<file path="src/rtl/xor3_pkg.sv">
// Shared definitions for the registered 3-operand XOR unit.
// Widths are carried as a full 64-bit word and narrowed at the use site.
package xor3_pkg;

    localparam int XOR3_DEFAULT_WIDTH = 1;
    localparam int XOR3_MAX_WIDTH     = 64;

    typedef logic [XOR3_MAX_WIDTH-1:0] xor3_word_t;

    function automatic xor3_word_t xor3(
        input xor3_word_t a,
        input xor3_word_t b,
        input xor3_word_t c
    );
        return a ^ b ^ c;
    endfunction

endpackage

</file>
<file path="src/rtl/xor3_core.sv">
// Combinational WIDTH-bit 3-input XOR with reduction parity.
// Operands are zero-extended so unused upper bits never affect parity.
module xor3_core
    import xor3_pkg::*;
#(
    parameter int WIDTH = XOR3_DEFAULT_WIDTH
) (
    input  logic [WIDTH-1:0] a_i,
    input  logic [WIDTH-1:0] b_i,
    input  logic [WIDTH-1:0] c_i,
    output logic [WIDTH-1:0] y_o,
    output logic             parity_o
);

    xor3_word_t a_ext;
    xor3_word_t b_ext;
    xor3_word_t c_ext;
    xor3_word_t full;

    // Widen operands to the package word and combine them.
    always_comb begin
        a_ext = '0;
        b_ext = '0;
        c_ext = '0;
        a_ext[WIDTH-1:0] = a_i;
        b_ext[WIDTH-1:0] = b_i;
        c_ext[WIDTH-1:0] = c_i;
        full = xor3(a_ext, b_ext, c_ext);
    end

    assign y_o      = full[WIDTH-1:0];
    assign parity_o = ^full;

endmodule

</file>
<file path="src/rtl/xor3_parity_unit.sv">
// Registered 3-operand XOR with result parity and running XOR accumulator.
// One-cycle latency, no backpressure, synchronous active-high reset.
module xor3_parity_unit
    import xor3_pkg::*;
#(
    parameter int WIDTH = XOR3_DEFAULT_WIDTH
) (
    input  logic             clk,
    input  logic             rst,
    input  logic             in_valid,
    input  logic [WIDTH-1:0] x1,
    input  logic [WIDTH-1:0] x2,
    input  logic [WIDTH-1:0] x3,
    input  logic             acc_clr,
    output logic [WIDTH-1:0] y,
    output logic             y_valid,
    output logic             parity,
    output logic [WIDTH-1:0] acc
);

    logic [WIDTH-1:0] res;
    logic             res_par;

    logic [WIDTH-1:0] y_q;
    logic [WIDTH-1:0] y_d;
    logic             vld_q;
    logic             vld_d;
    logic             par_q;
    logic             par_d;
    logic [WIDTH-1:0] acc_q;
    logic [WIDTH-1:0] acc_d;

    xor3_core #(
        .WIDTH (WIDTH)
    ) u_core (
        .a_i      (x1),
        .b_i      (x2),
        .c_i      (x3),
        .y_o      (res),
        .parity_o (res_par)
    );

    // Next state: capture result on a valid beat, otherwise hold.
    // Operands are only selected when in_valid is set, so garbage
    // on x1..x3 during idle cycles cannot leak into state.
    always_comb begin
        y_d   = y_q;
        par_d = par_q;
        vld_d = in_valid;
        acc_d = acc_q;
        if (in_valid) begin
            y_d   = res;
            par_d = res_par;
        end
        unique case ({acc_clr, in_valid})
            2'b11:   acc_d = res;
            2'b10:   acc_d = '0;
            2'b01:   acc_d = acc_q ^ res;
            default: acc_d = acc_q;
        endcase
    end

    // State registers; reset wins over every other input.
    always_ff @(posedge clk) begin
        if (rst) begin
            y_q   <= '0;
            vld_q <= 1'b0;
            par_q <= 1'b0;
            acc_q <= '0;
        end else begin
            y_q   <= y_d;
            vld_q <= vld_d;
            par_q <= par_d;
            acc_q <= acc_d;
        end
    end

    assign y       = y_q;
    assign y_valid = vld_q;
    assign parity  = par_q;
    assign acc     = acc_q;

endmodule

</file>
<file path="config.mk">
export PLATFORM = sky130hd
export DESIGN_NAME = xor3_parity_unit
export DESIGN_NICKNAME = d
export VERILOG_FILES = /design/src/rtl/xor3_pkg.sv /design/src/rtl/xor3_core.sv /design/src/rtl/xor3_parity_unit.sv
export SDC_FILE = /design/constraint.sdc
export NUM_CORES = 1
export LEC_CHECK = 0
export ABC_AREA = 1
export CORE_AREA = 2 2 39 41
export DETAILED_ROUTE_END_ITERATION = 16
export DIE_AREA = 0 0 41 43
export PLACE_DENSITY_LB_ADDON = 0.05
export SKIP_CTS_REPAIR_TIMING = 1
export SLEW_MARGIN = 20
export SYNTH_ARGS = -nofsm -noshare
export SYNTH_HDL_FRONTEND = slang
export SYNTH_SLANG_ARGS = --single-unit
</file>
<file path="constraint.sdc">
create_clock -name clk -period 1.3 [get_ports clk]
set_input_delay 0.26 -clock clk [delete_from_list [all_inputs] [get_ports clk]]
set_output_delay 0.26 -clock clk [all_outputs]
set_load 0.005 [all_outputs]
</file>
# Word level (Yosys, flattened, before mapping)
# Index checks and enable logic that the tools add are counted.
# Widths: inputs -> output; s select.
# op_classes
addsub,0
bitwise,3
eq_ne,3
n_mul,0
shift,0
n_reduce_logical,2
n_div,0
n_lt_le_gt_ge,0
muxes,1
# op_table
op,count
$reduce_xor 64->1,1
$xor 64x1->64,1
$eq 2x2->1 const B,2
$pmux 1 s3,1
$reduce_bool 3->1,1
$eq 2x1->1 const B,1
$xor 1x1->1,2
# totals
out_inout_bits,4
memories,0
mem_bits_ro,0
latch_bits,0
register_bits,4
ram_bits,0
word_cells,13
input_bits,7

# Longest topological paths before layout
# Gate-level depths: netlist of the first run.
# depth
ltp_word,4
depth_mapped,7
ltp_nobuf,7

# Modules after synthesis
# A second synthesis of the first run with hierarchy kept.
# hier_totals
cells_unflattened,34
hier_area_um2,227.7
# modules_own_cells
mod,area_per_inst_um2,seq_area_each_um2,instances,cells_per_inst
xor3_parity_unit,185.2,80.1,1,24
xor3_core,42.5,0.0,1,10

# Worst setup path before layout of the first run
# Ideal clock, no wire load.
# synth_timing
path_kind,input to register
startpoint,input in_valid
endpoint,"register acc_q, in the netlist acc"
path_buffers,0
setup_ns,0.066
slack_ns,0.271
arrival_time_ns,0.963
cell_stages,7
path_cell_list,inv_1 -> ha_1 -> nand2_1 -> inv_1 -> nand3_1 -> nand3_2 -> a21oi_2
# synth_via
elab_chain_cells,2
# synth_lines
item,line,rtl
start: declaration,xor3_parity_unit.sv:10,"input logic in_valid,"
$eq 2x1->1 or $eq 2x2->1 (tied branches),xor3_parity_unit.sv:55,"unique case ({acc_clr, in_valid})"
$pmux 1 s3 or $reduce_bool 3->1 (tied branches),--,
end signal: assignment,xor3_parity_unit.sv:69,acc_q <= '0;
end signal: assignment,xor3_parity_unit.sv:74,acc_q <= acc_d;
end: declaration,xor3_parity_unit.sv:30,logic [WIDTH-1:0] acc_q;
# Parallel ways exist; a longest one is shown, timed or not.
# A chain may end at the register's enable or synchronous reset.

# Final worst setup path of the first run
# layout_timing
startpoint,input acc_clr
endpoint,"register acc_q, in the netlist acc"
# layout_via
elab_chain_cells,2
# layout_lines
item,line,rtl
start: declaration,xor3_parity_unit.sv:14,"input logic acc_clr,"
$eq 2x1->1 or $eq 2x2->1 (tied branches),xor3_parity_unit.sv:55,
$pmux 1 s3 or $reduce_bool 3->1 (tied branches),--,
# Parallel ways exist; a longest one is shown, timed or not.

==> results of run 1 <==
==> through the flow <==
stage	utilization	worst slack, ns	std cells	total power (W)	setup TNS, ns
final	0.298	0.0433	65	0.000360	0
after global routing	0.298	-0.000568	65	0.000392	-0.000568
after CTS	0.275	-0.0592	65	0.000366	-0.219
after detailed placement	0.256	-0.298	61	0.000195	-0.298
after global placement	0.256	-0.274	61	0.000194	-0.274
after floorplan	-	0.271	34	0.000147	0
==> power by group through the flow <==
stage,sequential (W),clock [W],combinational [W]
2_1_floorplan,0.000105,0,0.0000419
3_3_place_gp,0.000104,0,0.0000893
3_5_place_dp,0.000105,0,0.0000902
4_1_cts,0.000103,0.000172,0.0000907
5_1_grt,0.000104,0.000179,0.000108
6_report,0.000104,0.000161,0.0000953
==> critical path, delay by kind of cell <==
| family | cells | cell delay [ns] |
|---|---|---|
| AOI/OAI and AO/OA | 1 | 0.04 |
| and+or+nand+nor | 3 | 0.23 |
| buffers and inverters | 3 | 0.57 |
| adders and majority gates | 1 | 0.27 |
==> final cells by class <==
| cell class | count | area [sq um] | share of cell area |
|---|---|---|---|
| timing repair buffer | 12 | 128 | 0.309 |
| sequential | 3 | 61.3 | 0.148 |
| inverter | 8 | 30.0 | 0.0727 |
| tap | 16 | 20.0 | 0.0485 |
| clock buffer | 4 | 26.3 | 0.0636 |
| multi-input combinational | 22 | 148 | 0.358 |
==> flip-flops by register name, indices dropped and copies added (netlist names) <==
register	flops
acc	1
y	1
y_valid	1
==> final timing paths <==
check | slack [ns] | endpoint | cells after the start
worst max register to register | 0.53 | acc | 5
worst min register to register | 0.48 | acc | 2
worst max-delay path | 0.04 | acc | 8
worst min-delay path | 0.42 | y_valid | 4
==> placed cells by master, fill, tap and decap left out <==
master           synthesis  routed
inv_2                    2       4
clkbuf_4                 0       3
nor2_1                   3       3
clkbuf_1                 0       1
buf_4                    1       2
clkdlybuf4s50_1          0       5
nand3_1                  6       6
dlymetal6s2s_1           0       5
a21oi_2                  1       2
nand3_2                  2       2
nand2_1                  6       5
inv_1                    6       4
ha_1                     2       1
ha_4                     0       1
dfxtp_2                  0       1
nand2_2                  1       2
dfxtp_1                  3       2
==> cell usage after synthesis (all sizes together) <==
library cell	n
inv	8
nand3	8
nand2	7
dfxtp	3
nor2	3
a21oi	2
ha	2
buf	1
==> routing by layer <==
| layer | routed length, microns | up-vias | GRT usage | part of all wire |
|---|---|---|---|---|
| li1 | - | 135 | - | - |
| met5 | 0 | - | 0 | 0 |
| met2 | 260 | 7 | 0.103 | 0.49 |
| met3 | 48 | 2 | 0.0314 | 0.091 |
| met1 | 207 | 101 | 0.0825 | 0.39 |
| met4 | 10 | 0 | 0.120 | 0.019 |
==> logic make-up (layout without fill, tap and decap cells) <==
group | count (synthesis) | in the layout
fa+ha+maj | 2 | 2
buf+inv | 9 | 24
flops | 3 | 3
compound gates | 2 | 2
simple gates | 18 | 18
==> Implementation_results.wiki, run 1 <==
{| class="wikitable"
! Metric !! Value
|-
| Vias per inst || about 3.8
|-
| Final wirelength || ~530 microns
|-
| Number of synthesis warnings || 0
|-
| Die height || between 40 and 50 microns
|-
| CTS Buf Count || 3
|-
| Portion of synthesized cell area occupied by the leading cell type || 0.265
|-
| Required time at the endpoint of the critical path || roughly 1.4 ns
|-
| Element type at the critical path start || input port
|-
| Ordered list of cells on the worst path || clkdlybuf4s50_1, inv_2, ha_4, nand2_2, inv_1, nand3_1, nand3_2, a21oi_2
|-
| Synthesis-stage register bit count || 3
|-
| Worst IR Drop VDD || around 150 uV
|-
| Cell-internal power || around 0.00027 W
|-
| Cell taking the most area after synthesis || dfxtp_1
|-
| Clock Latency Late Sink || approximately 0.23 ns
|-
| Max stage delay cell, worst path || clkdlybuf4s50_1
|-
| Synthesized netlist net count || 43
|-
| Filler cell count in the final layout || approximately 160
|-
| Clock Tree Root || clkbuf_4
|-
| Highest net fanout along the worst path || 2
|-
| Overall die width || around 40 microns
|-
| Effective utilization at floorplan || 0.164
|-
| Area of the mapped netlist || 226 sq um
|-
| Fraction of final layout cells with drive strength greater than 1 || 0.347
|-
| Boundary pin count || 11
|-
| Delay contributed by the slowest stage of the critical path || between 0.4 and 0.5 ns
|-
| Die Area || between 1500 and 2000 sq um
|-
| Pwr Density || between 800 and 900 nW/um^2
|-
| Wire length of the first global-routing pass || 862 microns
|-
| Number of antenna repair diodes || 0
|-
| Share of synthesized cell area in and, or, nand and nor gates || 0.398
|-
| Number of hold violations in the final report || 0
|-
| Initial antenna violation count || 0
|-
| Endpoints failing setup || 0
|-
| Remaining antenna violation count after routing || 0
|-
| Residual DRC count || 0
|-
| Crit. Startpoint || acc_clr
|-
| Worst slew slack as a fraction of its limit || 0.896
|-
| Sequential fraction of the synthesis area || 0.265
|-
| Final worst-path cycle share || 0.967
|-
| # nets final || 59
|-
| Launch instance of the worst register-to-register path || acc
|-
| Post-layout instance area || 413 sq um
|-
| Pin count of the biggest net entering global routing || 4
|-
| Class of the most critical setup path || in2reg
|-
| CTS tree || yes
|-
| Number of distinct library cells after synthesis || 12
|-
| Total clock sinks || 3
|-
| Synthesized-area fraction occupied by ao, oa, aoi and oai cells || 0.0608
|-
| Worst hold path class || in2reg
|-
| Transition time at the pin with the least slew margin || about 0.16 ns
|-
| Leakage component of the power || 0.259 nW
|-
| Maximum clock frequency || just under 800 MHz
|-
| Combinational family with the most area after synthesis || simple AND/OR/NAND/NOR gates
|-
| GPL Wtd Cong || between 0.6 and 0.7
|-
| Switching power share of the total || 0.254
|-
| Post-synthesis mux area share || 0
|-
| Number of rows created at floorplan || 14
|-
| Floorplan Core Area || approximately 1400 sq um
|-
| Number of buffers inserted by port buffering || 10
|-
| Number of buffers between clock root and the deepest sink || 2
|-
| Minimum hold slack || between 0.4 and 0.5 ns
|-
| Synthesis-to-finish area growth || 82.3%
|-
| Clock-pin slew reported for the worst setup and hold paths after clock tree synthesis || around 0.040 ns
|-
| Final critical delay including setup and external delays || about 1.3 ns
|-
| Post-Synth XOR/XNOR Area || 0
|-
| Status || completed
|-
| Hold Crit Start || in_valid
|-
| Psw || roughly 0.000091 W
|-
| Adder-Cell Fraction of Synth Area || 0.110
|-
| Share of total power in sequential cells || 0.288
|-
| CP endpoint kind || register
|-
| Clock share of power || 0.447
|-
| Number of detailed-route iterations in the first pass || 3
|-
| Global routing usage summed across all routing layers || 0.0830
|-
| Logic gate share of total power || 0.265
|-
| Max Slew Vio Count || 0
|-
| Placed Instance Area || 354 sq um
|-
| Count of routing violations after the opening detailed-route iteration || 1
|-
| Routed length per placed instance || slightly above 8 microns
|-
| Via count || about 250
|-
| Vias in the first global route || about 220
|-
| Max-cap violations || 0
|-
| Top area cells in the synthesized netlist || dfxtp_1, nand3_1, ha_1
|-
| Clock H-tree levels || 1
|-
| Data arrival time of the worst path || around 1.4 ns
|-
| Post-synthesis area per instance || 6.66 sq um
|-
| Worst Skew || 0 ns
|-
| Remaining global-route overflow || 0
|-
| Number of standard cells after synthesis || 34
|}
No activity file was read; power rests on OpenSTA's default activity.
==> run 2: changes to the inputs <==
CORE_AREA = 3 3 40 42   (was 2 2 39 41)
DIE_AREA = 0 0 43 45   (was 0 0 41 43)
==> Implementation_results.wiki, run 2 (synthesis gave the netlist of run 1 again) <==
{| class="wikitable"
! Metric !! Value
|-
| CTS Buf Count || 3
|-
| Cell Count Post-Placement || 60
|-
| Worst r2r path cells || 5
|-
| Effective utilization at floorplan || 0.176
|-
| Final worst-path cycle share || 0.934
|-
| Detail Placement HPWL || around 430 microns
|-
| Die Area || 1940 sq um
|-
| Global routing usage summed across all routing layers || 0.0740
|-
| Remaining antenna violation count after routing || 0
|-
| Endpoint of the worst setup timing path || acc
|-
| CTS tree || yes
|-
| Destination of the worst register-to-register timing path || acc
|-
| Highest net fanout along the worst path || 2
|-
| Worst slew slack as a fraction of its limit || 0.897
|-
| Final critical delay including setup and external delays || approximately 1.2 ns
|-
| Worst Skew || 0 ns
|-
| # nets final || 59
|-
| Transition time at the pin with the least slew margin || about 0.16 ns
|-
| CP endpoint kind || register
|-
| Worst IR Drop VDD || roughly 170 uV
|-
| Number of rows created at floorplan || 13
|-
| Psw || between 0.00009 and 0.0001 W
|-
| Vias in the first global route || 268
|-
| Cell-internal power || approximately 0.00027 W
|-
| Pwr Density || ~900 nW/um^2
|-
| Data arrival time of the worst path || roughly 1.3 ns
|-
| Final Non-Filler Cells || 64
|-
| Residual DRC count || 0
|-
| Status || completed
|-
| Max-cap violations || 0
|-
| Number of detailed-route iterations in the first pass || 4
|-
| Total clock sinks || 3
|-
| GPL Wtd Cong || about 0.64
|-
| Boundary pin count || 11
|-
| Element type at the critical path start || input port
|-
| Crit. Startpoint || acc_clr
|-
| Share of total power in sequential cells || 0.285
|-
| Class of the most critical setup path || in2reg
|-
| Clock Latency Late Sink || 0.23 ns
|-
| RSZ-0062 raised after global routing || false
|-
| Pin count of the biggest net entering global routing || 4
|-
| Clock Tree Root || clkbuf_4
|-
| Number of hold violations in the final report || 0
|-
| Fraction of final layout cells with drive strength greater than 1 || 0.367
|-
| Launch instance of the worst register-to-register path || acc
|-
| Worst hold path class || in2reg
|-
| Required time at the endpoint of the critical path || ~1.4 ns
|-
| Final setup slack of the worst path || between 0.08 and 0.09 ns
|-
| Floorplan Core Area || approximately 1300 sq um
|-
| Number of antenna repair diodes || 0
|-
| Leakage component of the power || ~0.26 nW
|-
| Synthesis-to-finish area growth || 82.3%
|-
| Logic gate share of total power || 0.260
|-
| Number of buffers inserted by port buffering || 10
|-
| Max Slew Vio Count || 0
|-
| Final wirelength || ~590 microns
|-
| Via count || between 200 and 300
|-
| Vias per inst || 4.09
|-
| Commonest cells after routing, fill and taps aside || inv_2, nand2_1, nand3_1, clkdlybuf4s50_1, dlymetal6s2s_1
|-
| Minimum hold slack || roughly 0.44 ns
|-
| Maximum clock frequency || slightly above 800 MHz
|-
| R2R Setup Slk || between 0.5 and 0.6 ns
|-
| Initial antenna violation count || 0
|-
| Die height || 45 microns
|-
| Wire length of the first global-routing pass || 979 microns
|-
| Switching power share of the total || 0.265
|-
| Number of buffers between clock root and the deepest sink || 2
|-
| Overall die width || between 40 and 50 microns
|-
| Endpoints failing setup || 0
|-
| Clock share of power || 0.455
|-
| Clock H-tree levels || 1
|-
| Clock-pin slew reported for the worst setup and hold paths after clock tree synthesis || 0.04 ns
|-
| Remaining global-route overflow || 0
|-
| Count of routing violations after the opening detailed-route iteration || 3
|-
| Routed length per placed instance || a little over 9 microns
|-
| Aggregate negative setup slack || 0 ns
|-
| Pre-CTS WS || -0.300 ns
|}
==> run 2: cell types whose count changed in the layout (fill, tap and decap cells not counted) <==
cell	before	now
inv_1	4	3
nand3_1	6	5
inv_2	4	5
a21oi_2	2	1
nand3_2	2	3
a21oi_1	0	1
==> run 2: critical path: stages <==
cell and delay, ns:
clkdlybuf4s50_1 0.47, inv_2 0.05, ha_4 0.26, nand2_2 0.06
inv_2 0.05, nand3_2 0.07, nand3_2 0.06, a21oi_2 0.04
==> run 2: area by class of cell <==
| cell class | instances | area [sq um] |
|---|---|---|
| inverter | 8 | 30.0 |
| timing repair buffer | 12 | 128 |
| fill | 138 | 872 |
| sequential | 3 | 61.3 |
| multi-input combinational | 22 | 149 |
| tap | 15 | 18.8 |
| clock buffer | 4 | 26.3 |
==> run 2: stage by stage <==
stage	area [sq um]	utilization	power, W
after floorplan	226	-	0.000147
after global placement	353	0.275	0.000193
after detailed placement	353	0.275	0.000195
after CTS	379	0.295	0.000368
after global routing	413	0.321	0.000388
final	413	0.321	0.000364
==> run 2: power groups by stage <==
stage               Clock, W  Combinational [W]  Sequential, W
finish              0.000166          0.0000947       0.000104
global route        0.000176           0.000107       0.000105
CTS                 0.000174          0.0000910       0.000103
detailed placement         0          0.0000902       0.000105
global placement           0          0.0000887       0.000105
floorplan                  0          0.0000419       0.000105
==> run 2: how the worst min path moves through the flow <==
stage / startpoint / slack [ns] / cells past startpoint / end
2_1_floorplan: rst / 0.32 / 1 / acc
3_3_place_gp: acc / 0.49 / 2 / acc
3_5_place_dp: acc / 0.49 / 2 / acc
4_1_cts: acc / 0.49 / 2 / acc
5_1_grt: in_valid / 0.45 / 4 / y_valid
6_report: in_valid / 0.44 / 4 / y_valid
==> run 2: metal layers <==
layer  wire length (microns)  global-route usage  vias to the layer above
li1                        -                   -                      136
met2                     304               0.117                        8
met1                     227              0.0671                      116
met4                       6              0.0904                        0
met3                      47              0.0279                        2
met5                       0                   0                        -
